File: src/rtl/mfp_uart_hex_loader_pkg.sv
// Shared definitions for the UART hex loader: ASCII codes, FSM encodings,
// error bit positions and small character-classification helpers.
package mfp_uart_hex_loader_pkg;

    localparam logic [7:0] CH_AT    = 8'h40;
    localparam logic [7:0] CH_SLASH = 8'h2F;
    localparam logic [7:0] CH_LF    = 8'h0A;
    localparam logic [7:0] CH_CR    = 8'h0D;
    localparam logic [7:0] CH_SP    = 8'h20;
    localparam logic [7:0] CH_TAB   = 8'h09;

    localparam int ERR_FRAME   = 0;
    localparam int ERR_SYNTAX  = 1;
    localparam int ERR_OVERRUN = 2;

    typedef enum logic [2:0] {
        RX_IDLE,
        RX_START,
        RX_DATA,
        RX_STOP,
        RX_WAIT_HIGH
    } rx_state_e;

    typedef enum logic [2:0] {
        P_IDLE,
        P_ADDR,
        P_DATA,
        P_SLASH,
        P_COMMENT,
        P_EMIT
    } parser_state_e;

    // Oversampling divider: round(clk / (16 * baud)), never below 1.
    function automatic int calc_div(input int clk_freq, input int baud);
        int d;
        d = (clk_freq + baud * 8) / (baud * 16);
        if (d < 1) begin
            d = 1;
        end
        return d;
    endfunction

    function automatic logic is_hex(input logic [7:0] c);
        return ((c >= 8'h30) && (c <= 8'h39)) ||
               ((c >= 8'h41) && (c <= 8'h46)) ||
               ((c >= 8'h61) && (c <= 8'h66));
    endfunction

    // Letters have low nibble 1..6 for both cases, so add 9 to reach 10..15.
    function automatic logic [3:0] hex_val(input logic [7:0] c);
        logic [3:0] v;
        if (c <= 8'h39) begin
            v = c[3:0];
        end else begin
            v = c[3:0] + 4'd9;
        end
        return v;
    endfunction

    function automatic logic is_space(input logic [7:0] c);
        return (c == CH_SP) || (c == CH_TAB) || (c == CH_CR) || (c == CH_LF);
    endfunction

endpackage

File: src/rtl/mfp_uart_hex_loader_receiver.sv
// 8N1 UART receiver with 16x oversampling. Emits a one-cycle strobe per good
// character and a one-cycle pulse per framing error.
module mfp_uart_receiver
    import mfp_uart_hex_loader_pkg::*;
#(
    parameter int CLK_FREQ = 50_000_000,
    parameter int BAUD     = 115200
) (
    input  logic       SI_ClkIn,
    input  logic       SI_Reset,
    input  logic       UART_RX,
    output logic [7:0] rx_byte,
    output logic       rx_strobe,
    output logic       rx_frame_err,
    output logic       rx_busy
);

    localparam int DIV   = calc_div(CLK_FREQ, BAUD);
    localparam int DIV_W = (DIV > 1) ? $clog2(DIV) : 1;

    logic             meta_q, sync_q, prev_q;
    rx_state_e        state_q, state_d;
    logic [DIV_W-1:0] div_q, div_d;
    logic [3:0]       tcnt_q, tcnt_d;
    logic [2:0]       bcnt_q, bcnt_d;
    logic [7:0]       shift_q, shift_d;
    logic [7:0]       byte_q, byte_d;
    logic             strobe_q, strobe_d;
    logic             ferr_q, ferr_d;
    logic             tick_s;

    assign tick_s       = (div_q == DIV_W'(DIV - 1));
    assign rx_byte      = byte_q;
    assign rx_strobe    = strobe_q;
    assign rx_frame_err = ferr_q;
    assign rx_busy      = (state_q != RX_IDLE);

    // Synchronizer and edge-history flops; the idle line level is high.
    always_ff @(posedge SI_ClkIn) begin
        if (SI_Reset) begin
            meta_q <= 1'b1;
            sync_q <= 1'b1;
            prev_q <= 1'b1;
        end else begin
            meta_q <= UART_RX;
            sync_q <= meta_q;
            prev_q <= sync_q;
        end
    end

    // Receive FSM state and datapath registers.
    always_ff @(posedge SI_ClkIn) begin
        if (SI_Reset) begin
            state_q  <= RX_IDLE;
            div_q    <= '0;
            tcnt_q   <= 4'd0;
            bcnt_q   <= 3'd0;
            shift_q  <= 8'h00;
            byte_q   <= 8'h00;
            strobe_q <= 1'b0;
            ferr_q   <= 1'b0;
        end else begin
            state_q  <= state_d;
            div_q    <= div_d;
            tcnt_q   <= tcnt_d;
            bcnt_q   <= bcnt_d;
            shift_q  <= shift_d;
            byte_q   <= byte_d;
            strobe_q <= strobe_d;
            ferr_q   <= ferr_d;
        end
    end

    // Next-state logic: sample mid start bit, then every 16 ticks.
    always_comb begin
        state_d  = state_q;
        tcnt_d   = tcnt_q;
        bcnt_d   = bcnt_q;
        shift_d  = shift_q;
        byte_d   = byte_q;
        strobe_d = 1'b0;
        ferr_d   = 1'b0;
        if (tick_s) begin
            div_d = '0;
        end else begin
            div_d = div_q + DIV_W'(1);
        end

        case (state_q)
            RX_IDLE: begin
                if (prev_q && !sync_q) begin
                    state_d = RX_START;
                    div_d   = '0;
                    tcnt_d  = 4'd0;
                end else begin
                    state_d = RX_IDLE;
                end
            end
            RX_START: begin
                if (tick_s) begin
                    if (tcnt_q == 4'd7) begin
                        tcnt_d = 4'd0;
                        bcnt_d = 3'd0;
                        if (sync_q) begin
                            state_d = RX_IDLE;
                        end else begin
                            state_d = RX_DATA;
                        end
                    end else begin
                        tcnt_d = tcnt_q + 4'd1;
                    end
                end else begin
                    tcnt_d = tcnt_q;
                end
            end
            RX_DATA: begin
                if (tick_s) begin
                    if (tcnt_q == 4'd15) begin
                        tcnt_d  = 4'd0;
                        shift_d = {sync_q, shift_q[7:1]};
                        if (bcnt_q == 3'd7) begin
                            state_d = RX_STOP;
                        end else begin
                            bcnt_d = bcnt_q + 3'd1;
                        end
                    end else begin
                        tcnt_d = tcnt_q + 4'd1;
                    end
                end else begin
                    tcnt_d = tcnt_q;
                end
            end
            RX_STOP: begin
                if (tick_s) begin
                    if (tcnt_q == 4'd15) begin
                        tcnt_d = 4'd0;
                        if (sync_q) begin
                            byte_d   = shift_q;
                            strobe_d = 1'b1;
                            state_d  = RX_IDLE;
                        end else begin
                            ferr_d  = 1'b1;
                            state_d = RX_WAIT_HIGH;
                        end
                    end else begin
                        tcnt_d = tcnt_q + 4'd1;
                    end
                end else begin
                    tcnt_d = tcnt_q;
                end
            end
            RX_WAIT_HIGH: begin
                if (sync_q) begin
                    state_d = RX_IDLE;
                end else begin
                    state_d = RX_WAIT_HIGH;
                end
            end
            default: begin
                state_d = RX_IDLE;
            end
        endcase
    end

endmodule

File: src/rtl/mfp_uart_hex_loader.sv
// Hex-stream program loader: UART receiver, one-entry character buffer,
// token parser and auto-incrementing write address.
module mfp_uart_hex_loader
    import mfp_uart_hex_loader_pkg::*;
#(
    parameter int CLK_FREQ   = 50_000_000,
    parameter int BAUD       = 115200,
    parameter int ADDR_WIDTH = 32
) (
    input  logic                  SI_ClkIn,
    input  logic                  SI_Reset,
    input  logic                  UART_RX,
    output logic                  wr_valid,
    input  logic                  wr_ready,
    output logic [ADDR_WIDTH-1:0] wr_addr,
    output logic [7:0]            wr_byte,
    output logic                  busy,
    output logic [2:0]            error
);

    localparam int               CNT_W   = $clog2(ADDR_WIDTH / 4 + 2);
    localparam logic [CNT_W-1:0] MAX_DIG = CNT_W'(ADDR_WIDTH / 4);

    logic [7:0]            rx_byte_s;
    logic                  rx_strobe_s, rx_frame_err_s, rx_busy_s;
    logic                  hold_valid_q, hold_valid_d;
    logic [7:0]            hold_byte_q, hold_byte_d;
    parser_state_e         state_q, state_d;
    logic [ADDR_WIDTH-1:0] acc_q, acc_d;
    logic [ADDR_WIDTH-1:0] addr_q, addr_d;
    logic [CNT_W-1:0]      dcnt_q, dcnt_d;
    logic                  skip_q, skip_d;
    logic [7:0]            data_q, data_d;
    logic [2:0]            err_q, err_d;
    logic                  consume_s;
    logic [7:0]            ch_s;

    mfp_uart_receiver #(
        .CLK_FREQ (CLK_FREQ),
        .BAUD     (BAUD)
    ) u_rx (
        .SI_ClkIn     (SI_ClkIn),
        .SI_Reset     (SI_Reset),
        .UART_RX      (UART_RX),
        .rx_byte      (rx_byte_s),
        .rx_strobe    (rx_strobe_s),
        .rx_frame_err (rx_frame_err_s),
        .rx_busy      (rx_busy_s)
    );

    assign ch_s      = hold_byte_q;
    assign consume_s = hold_valid_q && (state_q != P_EMIT);
    assign wr_valid  = (state_q == P_EMIT);
    assign wr_addr   = addr_q;
    assign wr_byte   = data_q;
    assign busy      = rx_busy_s || hold_valid_q || (state_q != P_IDLE);
    assign error     = err_q;

    // Buffer, parser and address registers.
    always_ff @(posedge SI_ClkIn) begin
        if (SI_Reset) begin
            hold_valid_q <= 1'b0;
            hold_byte_q  <= 8'h00;
            state_q      <= P_IDLE;
            acc_q        <= '0;
            addr_q       <= '0;
            dcnt_q       <= '0;
            skip_q       <= 1'b0;
            data_q       <= 8'h00;
            err_q        <= 3'b000;
        end else begin
            hold_valid_q <= hold_valid_d;
            hold_byte_q  <= hold_byte_d;
            state_q      <= state_d;
            acc_q        <= acc_d;
            addr_q       <= addr_d;
            dcnt_q       <= dcnt_d;
            skip_q       <= skip_d;
            data_q       <= data_d;
            err_q        <= err_d;
        end
    end

    // Holding register fill/drain, sticky errors and parser next state.
    always_comb begin
        hold_valid_d = hold_valid_q;
        hold_byte_d  = hold_byte_q;
        state_d      = state_q;
        acc_d        = acc_q;
        addr_d       = addr_q;
        dcnt_d       = dcnt_q;
        skip_d       = skip_q;
        data_d       = data_q;
        err_d        = err_q;

        // A strobe may refill the slot in the same cycle it is consumed.
        if (rx_strobe_s) begin
            if (!hold_valid_q || consume_s) begin
                hold_valid_d = 1'b1;
                hold_byte_d  = rx_byte_s;
            end else begin
                err_d[ERR_OVERRUN] = 1'b1;
            end
        end else if (consume_s) begin
            hold_valid_d = 1'b0;
        end else begin
            hold_valid_d = hold_valid_q;
        end

        if (rx_frame_err_s) begin
            err_d[ERR_FRAME] = 1'b1;
        end else begin
            err_d[ERR_FRAME] = err_d[ERR_FRAME];
        end

        case (state_q)
            P_IDLE: begin
                if (consume_s) begin
                    if (ch_s == CH_AT) begin
                        state_d = P_ADDR;
                        acc_d   = '0;
                        dcnt_d  = '0;
                    end else if (is_hex(ch_s)) begin
                        state_d = P_DATA;
                        data_d  = {4'h0, hex_val(ch_s)};
                        dcnt_d  = CNT_W'(1);
                        skip_d  = 1'b0;
                    end else if (ch_s == CH_SLASH) begin
                        state_d = P_SLASH;
                    end else if (is_space(ch_s)) begin
                        state_d = P_IDLE;
                    end else begin
                        err_d[ERR_SYNTAX] = 1'b1;
                    end
                end else begin
                    state_d = P_IDLE;
                end
            end
            P_ADDR: begin
                if (consume_s) begin
                    if (is_hex(ch_s)) begin
                        acc_d = {acc_q[ADDR_WIDTH-5:0], hex_val(ch_s)};
                        // Saturate one past the limit so overlong tokens stay flagged.
                        if (dcnt_q <= MAX_DIG) begin
                            dcnt_d = dcnt_q + CNT_W'(1);
                        end else begin
                            dcnt_d = dcnt_q;
                        end
                    end else if (is_space(ch_s)) begin
                        state_d = P_IDLE;
                        if ((dcnt_q == '0) || (dcnt_q > MAX_DIG)) begin
                            err_d[ERR_SYNTAX] = 1'b1;
                        end else begin
                            addr_d = acc_q;
                        end
                    end else begin
                        err_d[ERR_SYNTAX] = 1'b1;
                        state_d           = P_IDLE;
                    end
                end else begin
                    state_d = P_ADDR;
                end
            end
            P_DATA: begin
                if (consume_s) begin
                    if (is_hex(ch_s)) begin
                        if (skip_q) begin
                            skip_d = 1'b1;
                        end else if (dcnt_q == CNT_W'(2)) begin
                            err_d[ERR_SYNTAX] = 1'b1;
                            skip_d            = 1'b1;
                        end else begin
                            data_d = {data_q[3:0], hex_val(ch_s)};
                            dcnt_d = dcnt_q + CNT_W'(1);
                        end
                    end else if (is_space(ch_s)) begin
                        if (skip_q) begin
                            state_d = P_IDLE;
                        end else begin
                            state_d = P_EMIT;
                        end
                    end else begin
                        err_d[ERR_SYNTAX] = 1'b1;
                        state_d           = P_IDLE;
                    end
                end else begin
                    state_d = P_DATA;
                end
            end
            P_SLASH: begin
                if (consume_s) begin
                    if (ch_s == CH_SLASH) begin
                        state_d = P_COMMENT;
                    end else begin
                        err_d[ERR_SYNTAX] = 1'b1;
                        state_d           = P_IDLE;
                    end
                end else begin
                    state_d = P_SLASH;
                end
            end
            P_COMMENT: begin
                if (consume_s && (ch_s == CH_LF)) begin
                    state_d = P_IDLE;
                end else begin
                    state_d = P_COMMENT;
                end
            end
            P_EMIT: begin
                if (wr_ready) begin
                    addr_d  = addr_q + ADDR_WIDTH'(1);
                    state_d = P_IDLE;
                end else begin
                    state_d = P_EMIT;
                end
            end
            default: begin
                state_d = P_IDLE;
            end
        endcase
    end

endmodule

File: config.mk
export PLATFORM = sky130hd
export DESIGN_NAME = mfp_uart_hex_loader
export DESIGN_NICKNAME = d
export VERILOG_FILES = /design/src/rtl/mfp_uart_hex_loader_pkg.sv /design/src/rtl/mfp_uart_hex_loader_receiver.sv /design/src/rtl/mfp_uart_hex_loader.sv
export SDC_FILE = /design/constraint.sdc
export NUM_CORES = 1
export LEC_CHECK = 0
export ABC_AREA = 1
export CAP_MARGIN = 20
export CORE_MARGIN = 2
export CORE_UTILIZATION = 60
export DETAILED_ROUTE_END_ITERATION = 7
export GPL_ROUTABILITY_DRIVEN = 0
export GPL_TIMING_DRIVEN = 0
export PLACE_DENSITY = 0.87
export SYNTH_ARGS = -nofsm -noshare
export SYNTH_HDL_FRONTEND = slang
export SYNTH_HIERARCHICAL = 1
export SYNTH_SLANG_ARGS = --single-unit
File: constraint.sdc
create_clock -name SI_ClkIn -period 2.2 [get_ports SI_ClkIn]
set_clock_uncertainty 0.05 [all_clocks]
set_input_delay 0.44 -clock SI_ClkIn [delete_from_list [all_inputs] [get_ports SI_ClkIn]]
set_output_delay 0.44 -clock SI_ClkIn [all_outputs]
set_load 0.005 [all_outputs]
---- After elaboration in Yosys (flattened, before gate mapping) ----
Index checks and enable logic that the tools add are counted.
word-level totals
  flip-flop bits (word level) ............. 128
  output and inout port bits .............. 45
  word-level logic and storage cells ...... 247
cells by class
  add/subtract/negate cells ............... 6
  magnitude comparators ................... 8
  eq/ne operators ......................... 58
  multiplexer cells ....................... 102
  bitwise operators ....................... 4
  reduce and logical (&&, ||, !) cells .... 47
operators by type and width
  kind                   number
  $mux 32                9
  $pmux 32 s2            2
  $mux 3                 28
  $mux 4                 16
  $mux 8                 7
  $ne 2x2->1 const B     20
  $add 32x1->32 const B  1
  $mux 1                 28
  $eq 8x4->1 const B     3
  $pmux 4 s3             2
  $ne 3x3->1 const B     7
  $ne 2x1->1 const B     10
  $pmux 3 s6             1
  $reduce_and 6->1       3
  $eq 8x6->1 const B     2
  $ge 8x7->1 const B     2
  $le 8x7->1 const B     2
  $pmux 8 s2             1
  $mux 5                 3
  $pmux 3 s5             1
  $reduce_and 13->1      1
  $eq 3x2->1 const B     4
  $eq 3x3->1 const B     4
  $reduce_bool 3->1      4
  other kinds (36)       64

---- Depth between registers and ports, before layout ----
Gate-level depths: netlist (run 1).
  depth in word-level cells ............... 10
  depth in mapped cells ................... 15

---- By module ----
Netlist (run 1), hierarchy kept.
by module, submodules not included
  module               instances  cells each  area an instance (µm²)  seq. area each (µm²)
  mfp_uart_hex_loader  1          881         5586.6                  1841.8
  mfp_uart_receiver    1          225         1677.9                  720.7

---- Least setup slack after synthesis (run 1) ----
OpenSTA, ideal clock, no wires.
  path type ............................... register to register
  from .................................... register hold_byte_q[0], in the netlist ch_s[0]
  to ...................................... register acc_q[10]
  library setup time ...................... 0.116 ns
  arrival time ............................ 1.626 ns
  path slack .............................. 0.408 ns
  cell stages (with the launch flop) ...... 14
  buffers on the path ..................... 1
  period minus slack after synthesis ...... 1.792 ns
  path through ............................ dfxtp_1 inv_1 ha_1 nand3_1 nand3_1 nand2_1 nand2_1 nand2_2 nand2_2 nand2_1 nand2_4 buf_4 o21ai_0 nor2_1
on the way
  word-level cells in the longest chain between the ends .. 6
  elaborated cells between the ends (all ways) .. 15
  classes of those cells .................. 6 x order compare; 3 x eq/ne; 6 x reduce/logical
ends and longest elaborated chain
  what                                      line                                                          RTL
  start, declared                           mfp_uart_hex_loader.sv:27                                     logic [7:0] hold_byte_q, hold_byte_d;
  start signal, assigned                    mfp_uart_hex_loader.sv:73                                     hold_byte_q <= hold_byte_d;
  $ge 8x6->1, or another cell as far along  mfp_uart_hex_loader_pkg.sv:44                                 return ((c >= 8'h30) && (c <= 8'h39)) ||
  $logic_and 1x1->1 (on tied branches)      mfp_uart_hex_loader_pkg.sv:44, mfp_uart_hex_loader_pkg.sv:45
  $logic_or 1x1->1                          mfp_uart_hex_loader_pkg.sv:44
  $logic_or 1x1->1                          mfp_uart_hex_loader_pkg.sv:45                                 ((c >= 8'h41) && (c <= 8'h46)) ||
  $ne 2x2->1 (no source line)               --
  $reduce_and 5->1 (no source line) *       --
  end signal, assigned                      mfp_uart_hex_loader.sv:65                                     acc_q <= '0;
  end signal, assigned                      mfp_uart_hex_loader.sv:75                                     acc_q <= acc_d;
  end, declared                             mfp_uart_hex_loader.sv:29                                     logic [ADDR_WIDTH-1:0] acc_q, acc_d;
Mark *: on every way between the ends. The rest lies on a longest branch, timed or not.
A chain may end at the register's enable or synchronous reset.

==> results of run 1 <==
==> cells in the final DEF (no fill, tap or decap), types with 3 or more instances in the layout <==
master,instances
buf_1,4
dfxtp_2,6
or2_2,3
clkbuf_16,17
mux2i_1,3
clkbuf_8,3
clkbuf_2,5
a21oi_1,72
a21oi_2,9
buf_4,9
o21ai_0,66
ha_1,14
o21ai_1,10
nor2_4,11
dfxtp_1,120
nor3_1,11
nor2_2,7
buf_6,7
nand2_2,18
nor2_1,191
inv_1,116
nand4_1,10
clkinv_2,6
inv_2,15
nand3_1,63
clkbuf_1,10
xor2_1,13
nand2_1,268
nand3_2,11
clkdlybuf4s50_1,46
==> flip-flops by register name (all words and copies together), names as in the netlist, 4 cells and up <==
register	flops
acc_q	32
ch_s	8
dcnt_q	4
u_rx/div_q	5
u_rx/rx_byte	8
u_rx/shift_q	8
u_rx/tcnt_q	4
wr_addr	32
wr_byte	8
==> power by group <==
group	internal (W)	total [W]	switching (W)
logic	0.000389	0.00109	0.000706
clock network	0.00160	0.00265	0.00105
registers	0.00240	0.00250	0.0000959
total	0.00439	0.00624	0.00185
==> worst reg2reg max path: stages, from the launching register on <==
cell      delay, ps
dfxtp_2         340
inv_1           130
ha_1            210
inv_1            70
nand3_1          80
nand3_1          60
nand2_1          60
nand2_1          50
nand2_2         130
nand2_2         120
nand2_2         110
nand2_4          90
clkbuf_4        200
o21ai_0         200
nor2_1           70
==> cell families (layout without fill, tap and decap cells) <==
logic type | count (synthesis) | count (layout) | share of synthesized area [%]
xor gates and xnor gates | 15 | 15 | 1.81
muxes | 3 | 3 | 0.413
AOI/OAI and AO/OA | 168 | 168 | 12.6
buffers and inverters | 171 | 252 | 10.3
adders and majority gates | 14 | 14 | 2.41
DFF | 128 | 128 | 35.3
and+or+nand+nor | 607 | 607 | 37.2
==> final cells by class <==
cell class	count	area [sq um]
tap	147	184
clock buffer	21	460
fill	945	3330
timing repair buffer	52	515
multi-input combinational	807	3990
buffer	34	238
sequential	128	2580
inverter	135	526
clock inverter	10	87.6
==> through the flow <==
step	power (W)	util (%)	setup WS, ps	cells
global route	0.00648	72.0	1.19	1334
global placement	0.00355	66.6	-466	1301
detailed placement	0.00358	66.6	-507	1301
finish	0.00624	72.0	47.2	1334
floorplan	0.00334	-	408	1106
CTS	0.00622	71.8	-122	1335
==> worst max-delay path by stage <==
stage | to | start | cells past startpoint
6_report | busy | state_q[0] | 5
5_1_grt | busy | state_q[0] | 5
4_1_cts | wr_valid | state_q[0] | 7
3_5_place_dp | ch_s[7] | SI_Reset | 7
3_3_place_gp | ch_s[7] | SI_Reset | 7
2_1_floorplan | acc_q[10] | ch_s[0] | 13
==> per-layer routing <==
layer / wire length (microns) / vias up / track usage, %
met3: 2220 / 75 / 8.34
met1: 8440 / 3352 / 40.9
met2: 8860 / 411 / 47.9
li1: - / 3637 / -
met5: 0 / - / 0
met4: 627 / 0 / 12.8
==> timing repair <==
action                     4_1_cts  5_1_grt
setup endpoints to repair       45       49
pin swaps                        3        0
resized for setup               21       14
buffers inserted                 4        0
==> run summary, run 1 <==
hold path cells: 1
Rows: 40
R2R Path Start: ch_s[1]
Worst EP required: 1710 ps
worst-path maximum fanout: 8
final hold slack: 371 ps
Crit-path slowest cell: clkdlybuf4s50_1
vias in the first global route: 6631
Layout area overhead: 18.1%
CP endpoint kind: output port
worst skew pair latency: 420 ps
EDFF count, synth: 0
Top FF cell, synth: dfxtp_1
CP Data Arrival Time: 1660 ps
Worst Path Buf+Inv: 3
Hold Vio Cnt, Final: 0
fraction of registers with async set/reset: 0%
antenna cell count: 0
Initial Utilization: 61.0%
largest net degree at the start of global routing: 17
CP Launch Type: flip-flop
most common cell in the synthesized netlist: nand2_1
TritonCTS Buffers: 17
status: completed
delay of the slowest cell on the worst path: 490 ps
drt wl/cell: 15.1 microns
Post-Syn Area: 7260 sq um
fin area: 8580 sq um
crit-path leading delay family: buffers and inverters
Max Fclk: 465 MHz
Root Buffer: clkbuf_16
kind of critical path: reg2out
pwr dens: 727 nW/um^2
sequential share of the synthesized area: 35.3%
min cycle time layout: 2150 ps
R2R Path End: acc_q[1]
Yosys reg bits: 128
Pins Over Slew Limit: 0
Hold Path End: u_rx/sync_q
Worst VDD drop: 0.000888 V
largest area contributor in the synthesized netlist: dfxtp_1
Cells after Synth: 1106
R2R setup slack: 130 ps
CTS Sinks: 128
Initial DRC Count: 815
Vias/cell: 5.60
setup_tns: 0 ps
CP Cell Sequence: buf_6 > buf_4 > nor2_1 > nand2_1 > clkdlybuf4s50_1
RSZ-0062 raised after global routing: no
GRT overflow: 0
H-Tree Depth: 4
All-Layer GR Usage: 30.9%
setup violators final: 0
worst-margin pin slew: 750 ps
synth cell count leaders: nand2_1, nor2_1, dfxtp_1
Initial DRT Pass Iterations: 6
first-pass GRT wire length: 31.8 mm
hold crit path type: reg2reg
Placed Area: 7930 sq um
P_leak: 3.47 nW
Yosys warnings: 6
die area: 13000 sq um
total core area: 11900 sq um
antenna violations before repair: 0
Slew Limit Headroom: 50.0%
R2R depth: 14
Synth cell types: 50
Synth area leaders: dfxtp_1, nand2_1, nor2_1
WL final: 20.2 mm
share of the synthesized area in the top cell type: 35.3%
CTS Hold Bufs: 0
drt drc: 0
fin crit share: 97.9%
CTS tree: yes
chip width: 114 microns
CTS max path bufs: 2
dpl hpwl: 14.3 mm
Vias: 7475
Syn Area/Cell: 6.57 sq um
Synth Net Count: 1124
worst hold start: u_rx/meta_q
I/O pins: 49
Final #Nets: 1193
Antenna Nets Post-Route: 0
proportion of layout cells with a drive suffix above 1: 13.1%
clk slew on worst S/H paths: 60 ps
count of input and output buffers: 48
Die Y: 114 microns
Max-Cap Viols: 0
Note: power is estimated with default switching activity, not from simulation.
==> inputs of run 2 (changes only) <==
PLACE_DENSITY = 0.89   (was 0.87)
==> run 2 against run 1 <==
Compared with the run above: final cell count about the same; total power increased by 5.1%; clock-buffer cell count unchanged; routed wire length increased by 2.5%; global-route usage increased by 1.4 points; via count increased by 2.5%.
==> run summary, run 2 (same netlist as run 1, synthesis figures left out) <==
status: completed
Placed Area: 7930 sq um (unchanged)
die area: 13000 sq um (unchanged)
CTS tree: yes
total core area: 11900 sq um (unchanged)
area of the multi-input gates: 3990 sq um (about the same)
Max-Cap Viols: 0 (unchanged)
Root Buffer: clkbuf_16
TritonCTS Buffers: 17 (unchanged)
CP endpoint kind: output port
Hold Path End: u_rx/sync_q
Worst EP required: 1710 ps (about the same)
GRT overflow: 0 (unchanged)
Fill cells: 922 (-2.4%)
P_leak: 3.47 nW (+0.18%)
R2R setup slack: 80 ps (-50 ps)
dpl hpwl: 14.3 mm (-0.16%)
R2R depth: 13 (-1)
sw power: 0.00192 W (+3.8%)
kind of critical path: reg2out
Hold Vio Cnt, Final: 0 (unchanged)
fin area: 8640 sq um (+0.70%)
Vias/cell: 5.74 (+2.4%)
antenna violations before repair: 0 (unchanged)
min cycle time layout: 2150 ps (-5.66 ps)
worst-path maximum fanout: 6 (-2)
delay of the slowest cell on the worst path: 440 ps (-50 ps)
I/O pins: 49 (unchanged)
count of input and output buffers: 48 (unchanged)
setup_tns: 0 ps (unchanged)
clk slew on worst S/H paths: 60 ps (about the same)
drt wl/cell: 15.5 microns (+2.4%)
commonest cells after routing, fill and taps aside: nand2_1, nor2_1, dfxtp_1
hold path cells: 1 (unchanged)
Initial DRT Pass Iterations: 7 (+1)
worst-margin pin slew: 701 ps (-49.6 ps)
CP Data Arrival Time: 1660 ps (about the same)
hold crit path type: reg2reg
WL final: 20.7 mm (+2.5%)
chip width: 114 microns (unchanged)
worst hold start: u_rx/meta_q
antenna cell count: 0 (unchanged)
CTS max path bufs: 2 (unchanged)
R2R Path Start: ch_s[0]
register area: 2570 sq um (about the same)
Initial DRC Count: 862 (+5.8%)
fin util: 72.5% (+0.50 points)
Slew Limit Headroom: 53.3% (+3.3 points)
Vias: 7659 (+2.5%)
leading cell type in the layout, fill and taps excluded: nand2_1
internal power: 0.00463 W (+5.6%)
Layout area overhead: 18.9%
vias in the first global route: 6827 (+3.0%)
H-Tree Depth: 4 (unchanged)
Die Y: 114 microns (unchanged)
CTS Sinks: 128 (unchanged)
pwr dens: 759 nW/um^2 (+4.4%)
Rows: 40 (unchanged)
Final #Nets: 1193 (unchanged)
sequential power share: 38.0% (-2.0 points)
Crit-path slowest cell: clkdlybuf4s50_1
All-Layer GR Usage: 32.3% (+1.4 points)
Antenna Nets Post-Route: 0 (unchanged)
Worst VDD drop: 0.000866 V (-2.5%)
largest net degree at the start of global routing: 17 (unchanged)
Max Fclk: 466 MHz (+0.26%)
Clk pwr share: 45.2% (+2.7 points)
CP Launch Type: flip-flop
drt drc: 0 (unchanged)
CP Cell Sequence: nor2_4 > nand2_2 > nor2_1 > nand2_1 > clkdlybuf4s50_1
RSZ-0062 raised after global routing: yes
proportion of layout cells with a drive suffix above 1: 13.3% (+0.24 points)
Pins Over Slew Limit: 0 (unchanged)
worst skew pair latency: 430 ps (about the same)
setup violators final: 0 (unchanged)
Initial Utilization: 61.0% (unchanged)
first-pass GRT wire length: 33.2 mm (+4.4%)
Logic pwr share: 16.8% (-0.7 points)
switch share: 29.3% (-0.35 points)
fin crit share: 97.6% (-0.26 points)
R2R Path End: acc_q[29]
[run 2: critical path: cells and delay by family, from the launching register on]
family | cells | cell delay [ps]
flops | 1 | 370
simple gates | 4 | 400
buf+inv | 1 | 440
[run 2: metrics by stage]
| stage | hold slack [ps] | instances | power [W] | setup WS (ps) |
|---|---|---|---|---|
| 2_1_floorplan | 339 | 1106 | 0.00334 | 408 |
| 3_3_place_gp | 340 | 1301 | 0.00354 | -395 |
| 3_5_place_dp | 348 | 1301 | 0.00358 | -459 |
| 4_1_cts | 361 | 1336 | 0.00653 | 19.1 |
| 5_1_grt | 381 | 1335 | 0.00680 | -13.6 |
| 6_report | 357 | 1335 | 0.00656 | 52.9 |
[run 2: power groups by stage]
stage	Sequential [W]	Clock, W	Combinational [W]
finish	0.00249	0.00296	0.00110
global route	0.00250	0.00306	0.00123
CTS	0.00249	0.00295	0.00109
detailed placement	0.00252	0	0.00105
global placement	0.00252	0	0.00102
floorplan	0.00251	0	0.000835
[run 2: repair_timing]
item / 4_1_cts / 5_1_grt
pin swaps: 2 / 0
setup buffers: 4 / 0
gates resized for setup: 19 / 21
hold buffers: 0 / 0
setup endpoints to repair: 6 / 57
gates cloned: 0 / 0
[run 2: worst max-delay path by stage]
stage / startpoint / endpoint / slack (ps)
floorplan: ch_s[0] / acc_q[10] / 410
global placement: SI_Reset / wr_addr[3] / -400
detailed placement: SI_Reset / acc_q[25] / -460
CTS: SI_Reset / acc_q[26] / 20
global route: ch_s[0] / acc_q[9] / -10
finish: u_rx/state_q[1] / busy / 50
[run 2: cell type report]
type                    instances  area share (%)
plain buffers                  34            2.75
clock buffers                  21            5.33
clock inverters                11            1.77
inverters                     135            6.08
multi-input cells             807            46.2
flip-flops and latches        128            29.8
well taps                     147            2.13
repair buffers                 52            5.92
[run 2: layer usage]
metal	wire length, microns	global-route usage [%]	vias up	share of wire [%]
met5	0	0	-	0
met4	582	15.4	0	2.8
met3	2020	8.40	57	9.8
met2	9530	50.8	411	46
met1	8530	41.4	3555	41
li1	-	-	3636	-
